## src/rtl/branch_predictor.sv

```systemverilog
// rtl/branch_predictor.sv - direct-mapped branch target buffer with 2-bit counters
//
// Purpose: predicts direction and next PC for a fetch PC one cycle after the
// lookup, and trains its table from resolved branches.
// Ports:
//   clk, rstn                    clock, asynchronous active-low reset
//   lookup_valid, lookup_pc      fetch PC to predict
//   flush                        squash the prediction registered at this edge
//   update_valid, update_pc,
//   update_taken, update_target  resolved branch used for training
//   pred_valid, pred_taken,
//   pred_pc, pred_addr           registered prediction

module branch_predictor #(
    parameter int WordSize  = 32,
    parameter int IndexBits = 4
) (
    input  logic                clk,
    input  logic                rstn,
    input  logic                lookup_valid,
    input  logic [WordSize-1:0] lookup_pc,
    input  logic                flush,
    input  logic                update_valid,
    input  logic [WordSize-1:0] update_pc,
    input  logic                update_taken,
    input  logic [WordSize-1:0] update_target,
    output logic                pred_valid,
    output logic                pred_taken,
    output logic [WordSize-1:0] pred_pc,
    output logic [WordSize-1:0] pred_addr
);

    localparam int Depth = 1 << IndexBits;
    localparam int TagW  = WordSize - IndexBits - 2;

    logic                valid_q  [Depth];
    logic                valid_d  [Depth];
    logic [TagW-1:0]     tag_q    [Depth];
    logic [TagW-1:0]     tag_d    [Depth];
    logic [WordSize-1:0] target_q [Depth];
    logic [WordSize-1:0] target_d [Depth];
    logic [1:0]          ctr_q    [Depth];
    logic [1:0]          ctr_d    [Depth];

    logic                pred_valid_q, pred_valid_d;
    logic                pred_taken_q, pred_taken_d;
    logic [WordSize-1:0] pred_pc_q, pred_pc_d;
    logic [WordSize-1:0] pred_addr_q, pred_addr_d;

    logic [IndexBits-1:0] lk_idx, up_idx;
    logic [TagW-1:0]      lk_tag, up_tag;
    logic                 lk_hit, up_hit;

    // Byte offset within the instruction word never selects an entry.
    logic unused_pc_bits;
    assign unused_pc_bits = ^{lookup_pc[1:0], update_pc[1:0]};

    assign lk_idx = lookup_pc[IndexBits+1:2];
    assign lk_tag = lookup_pc[WordSize-1:IndexBits+2];
    assign up_idx = update_pc[IndexBits+1:2];
    assign up_tag = update_pc[WordSize-1:IndexBits+2];

    // Lookup reads the _q copy, so a same-cycle update is not visible until
    // the following cycle.
    assign lk_hit = valid_q[lk_idx] && (tag_q[lk_idx] == lk_tag);
    assign up_hit = valid_q[up_idx] && (tag_q[up_idx] == up_tag);

    always_comb begin
        pred_valid_d = 1'b0;
        pred_taken_d = pred_taken_q;
        pred_pc_d    = pred_pc_q;
        pred_addr_d  = pred_addr_q;
        if (flush) begin
            pred_taken_d = 1'b0;
        end else if (lookup_valid) begin
            pred_valid_d = 1'b1;
            pred_pc_d    = lookup_pc;
            if (lk_hit && ctr_q[lk_idx][1]) begin
                pred_taken_d = 1'b1;
                pred_addr_d  = target_q[lk_idx];
            end else begin
                pred_taken_d = 1'b0;
                pred_addr_d  = lookup_pc + WordSize'(4);
            end
        end
    end

    // Training is independent of flush.
    always_comb begin
        valid_d  = valid_q;
        tag_d    = tag_q;
        target_d = target_q;
        ctr_d    = ctr_q;
        if (update_valid) begin
            if (up_hit) begin
                if (update_taken) begin
                    target_d[up_idx] = update_target;
                    if (ctr_q[up_idx] != 2'd3) begin
                        ctr_d[up_idx] = ctr_q[up_idx] + 2'd1;
                    end
                end else if (ctr_q[up_idx] != 2'd0) begin
                    ctr_d[up_idx] = ctr_q[up_idx] - 2'd1;
                end
            end else if (update_taken) begin
                valid_d[up_idx]  = 1'b1;
                tag_d[up_idx]    = up_tag;
                target_d[up_idx] = update_target;
                ctr_d[up_idx]    = 2'd2;
            end
        end
    end

    always_ff @(posedge clk or negedge rstn) begin
        if (!rstn) begin
            for (int i = 0; i < Depth; i++) begin
                valid_q[i]  <= 1'b0;
                tag_q[i]    <= '0;
                target_q[i] <= '0;
                ctr_q[i]    <= 2'd1;
            end
            pred_valid_q <= 1'b0;
            pred_taken_q <= 1'b0;
            pred_pc_q    <= '0;
            pred_addr_q  <= '0;
        end else begin
            valid_q      <= valid_d;
            tag_q        <= tag_d;
            target_q     <= target_d;
            ctr_q        <= ctr_d;
            pred_valid_q <= pred_valid_d;
            pred_taken_q <= pred_taken_d;
            pred_pc_q    <= pred_pc_d;
            pred_addr_q  <= pred_addr_d;
        end
    end

    assign pred_valid = pred_valid_q;
    assign pred_taken = pred_taken_q;
    assign pred_pc    = pred_pc_q;
    assign pred_addr  = pred_addr_q;

endmodule

```

## config.mk

```make
export PLATFORM = sky130hd
export DESIGN_NAME = branch_predictor
export DESIGN_NICKNAME = d
export VERILOG_FILES = /design/src/rtl/branch_predictor.sv
export SDC_FILE = /design/constraint.sdc
export NUM_CORES = 2
export LEC_CHECK = 0
export CAP_MARGIN = 25
export CORE_UTILIZATION = 45
export CTS_BUF_LIST = sky130_fd_sc_hd__clkbuf_2 sky130_fd_sc_hd__clkbuf_4 sky130_fd_sc_hd__clkbuf_8
export DETAILED_ROUTE_END_ITERATION = 16
export DONT_BUFFER_PORTS = 1
export RECOVER_POWER = 25
export SYNTH_ARGS = -nofsm -noshare
export SYNTH_HDL_FRONTEND = slang
export SYNTH_SLANG_ARGS = --single-unit
```

## constraint.sdc

```tcl
create_clock -name clk -period 8.7 [get_ports clk]
set_input_delay 0.87 -clock clk [delete_from_list [all_inputs] [get_ports clk]]
set_output_delay 0.87 -clock clk [all_outputs]
set_load 0.02 [all_outputs]
```

==> impl_metrics.tcl <==
set metrics [dict create \
    fp-row-count 124 \
    setup_violations 0 \
    wl_per_cell_um 30.3 \
    status "complete, but fails checks" \
    cts_sinks 1042 \
    seq_area_frac_synth_pct 50.4 \
    cts_made_buffers 176 \
    reg2reg_from "tag_q[320]" \
    antenna_left 0 \
    fin_setup_tns_ps 0 \
    cpMostUsedCell "clkbuf_1" \
    worstMarginPinSlew_ps 5570 \
    avgSynthCellArea_um2 15.0 \
    p_per_area_nw_per_um2 233 \
    ys_ff_latch 1042 \
    postPlaceCellArea_um2 52700 \
    synth_xor_xnor_area_share_pct 1.49 \
    start_util_pct 45.3 \
    synth_mux_area_share_pct 39.2 \
    drv_slew 508 \
    io_buffers 0 \
    synthFlopType "dfrtp_1" \
    grt_max_degree 303 \
    grt_use_total_pct 26.4 \
    die_x_um 341 \
    synth_top_family_by_area "multiplexers" \
    clock_latency_ps 880 \
    hold_class "in -> reg" \
    min_period_ps 5350 \
    ios 168 \
    ys_async_sr_fraction_pct 100 \
    cts_root_buffer "clkbuf_8" \
    vias 31200 \
    cts_tree "yes" \
    postLayoutCellArea_um2 56400 \
    final_cell_mix "1,026 x dfrtp_1, 966 x mux2_2, 359 x mux4_2, 213 x clkbuf_8, 171 x nand2_1" \
    fmax_ghz 0.187 \
    netlist_instances 3460 \
    violations "capacitance limit, slew limit" \
    wl_mm 152 \
    synth-edff-count 0 \
    clk_pin_slew_ps 60 \
    finClkSkew_ps 42.8 \
    cp_max_fo 134 \
    timing.critical_path.buf_inv 3 \
    path_class "in -> reg" \
    path_cells "nor2_1, clkbuf_1, nand3_2, clkbuf_1, nand2b_2, buf_4, mux2_2" \
    drc 0 \
    cts_resized 0 \
    layout_commonest_cell "dfrtp_1" \
    drv_cap 9 \
    syn_to_final_growth_pct 8.92 \
    cp_slowest_cell "clkbuf_1" \
    grt_pass1_wl_mm 227 \
    synth_cell_types 70 \
    drtIter0Drc 2607 \
    fin_nets 3475 \
    grt_pass1_vias 33900 \
    syn-cell-area_um2 51800 \
    finalHoldViolCount 0 \
    gp_congestion 0.836 \
    viasPerCell 6.23 \
    yosys.area_share.adder_pct 0.0725 \
    die_h_um 341 \
    worstSetupStartpointType "primary input" \
    cts_buffer_depth 3 \
    path_depth 7 \
    fin_crit_sh_pct 61.5 \
    timing.rr.end "tag_q[55]" \
    end_kind "register" \
    core_um2 114000 \
    reg2reg_depth 11 \
    layout-drive-gt1-share_pct 49.4 \
    rsz0062_at_grt "no" \
    antenna_found_initial 4 \
    synth-compound-area-share_pct 2.47 \
    dieArea_um2 116000 \
    worst-r2r-setup-slack_ps 4040 \
    synthSimpleGateAreaFrac_pct 3.46 \
    p_leak_nw 24.7 \
    htreeDepth 4 \
    synth_nets 3565 \
    dpl.hpwl_mm 85.1 \
    critPathTopFamily "buffers and inverters" \
    slowest_delay_ps 2540 \
    startpoint "update_pc[3]" \
    required_ps 9420 \
    yosysWarningCount 0 \
    ir_drop_uv 151 \
    slew_headroom_pct -272 \
    drt_first_pass_iters 7 \
    worstSetupEndpoint "tag_q[182]" \
    grt_overflow_total 0 \
    worstPathArrival_ps 6070 \
]
==> synthesized netlist by cell type (20+ instances only) <==
cell type / n / area, µm²
a22oi_1: 34 / 255
xnor2_1: 68 / 596
buf_1: 24 / 90.1
mux2_2: 966 / 10900
buf_4: 29 / 218
o21ai_1: 40 / 200
xor2_1: 20 / 175
nand2_1: 177 / 664
clkbuf_1: 185 / 694
nand3_1: 21 / 105
mux2i_1: 130 / 1300
mux4_2: 359 / 8090
buf_2: 62 / 310
dfrtp_1: 1026 / 25700
nor2_1: 35 / 131
nand2b_1: 25 / 156
==> cell type report <==
class	instances	area (µm²)
Clock buffer	283	3460
Fill cell	9747	57800
Multi-Input combinational cell	2093	24300
Sequential cell	1042	26100
Tap cell	1512	1890
Timing Repair Buffer	46	404
Inverter	11	46.3
Antenna cell	3	7.51
Clock inverter	21	184
==> how the worst min path moves through the flow <==
| stage | slack, ps | startpoint | end | cells after the start |
|---|---|---|---|---|
| 2_1_floorplan | 440 | valid_q[14] | valid_q[14] | 1 |
| 3_3_place_gp | 470 | valid_q[14] | valid_q[14] | 1 |
| 3_5_place_dp | 480 | valid_q[5] | valid_q[5] | 1 |
| 4_1_cts | 40 | lookup_pc[12] | pred_pc[12] | 2 |
| 5_1_grt | 60 | lookup_pc[12] | pred_pc[12] | 2 |
| 6_report | 110 | lookup_pc[24] | pred_pc[24] | 2 |
==> power breakdown <==
| group | internal (mW) | switching, mW |
|---|---|---|
| logic | 1.42 | 0.802 |
| registers | 5.76 | 0.621 |
| clock network | 2.51 | 2.03 |
| total | 9.70 | 3.45 |
==> per-layer routing <==
metal / up-vias / share of wire, % / track usage (%)
li1: 12800 / - / -
met1: 17000 / 41 / 34.5
met2: 1033 / 49 / 43.3
met3: 295 / 7.3 / 6.69
met4: 6 / 2.8 / 8.41
met5: - / 0.030 / 0
==> flip-flops by register name, summed over array words and instances, names as in the netlist <==
signal      cells
valid_q        16
ctr_q          32
pred_valid      1
pred_pc        32
tag_q         416
pred_addr      32
pred_taken      1
target_q      512
==> metrics by stage <==
step / util, % / total power [mW] / setup WS [ps] / cells / hold slack [ps]
3_3_place_gp: 46.2 / 8.49 / 3230 / 4699 / 466
6_report: 49.4 / 13.1 / 3350 / 5011 / 105
2_1_floorplan: - / 8.11 / 4540 / 3460 / 443
4_1_cts: 49.4 / 13.3 / 4040 / 5006 / 36.9
3_5_place_dp: 46.2 / 8.68 / 3160 / 4699 / 478
5_1_grt: 49.4 / 13.7 / 2610 / 5009 / 62.0
==> timing repair <==
item	in CTS	in global routing
setup buffers	0	0
hold buffers	3	1
endpoints found under the hold margin	47	3
==> cells by family after synthesis <==
group | after synthesis
AO/OA/AOI/OAI | 189
XOR/XNOR | 88
adder cells (fa/ha/maj) | 3
buffers and inverters | 325
flip-flops | 1042
multiplexers | 1458
AND/OR/NAND/NOR | 355
Power figures use the tool's default switching activity.
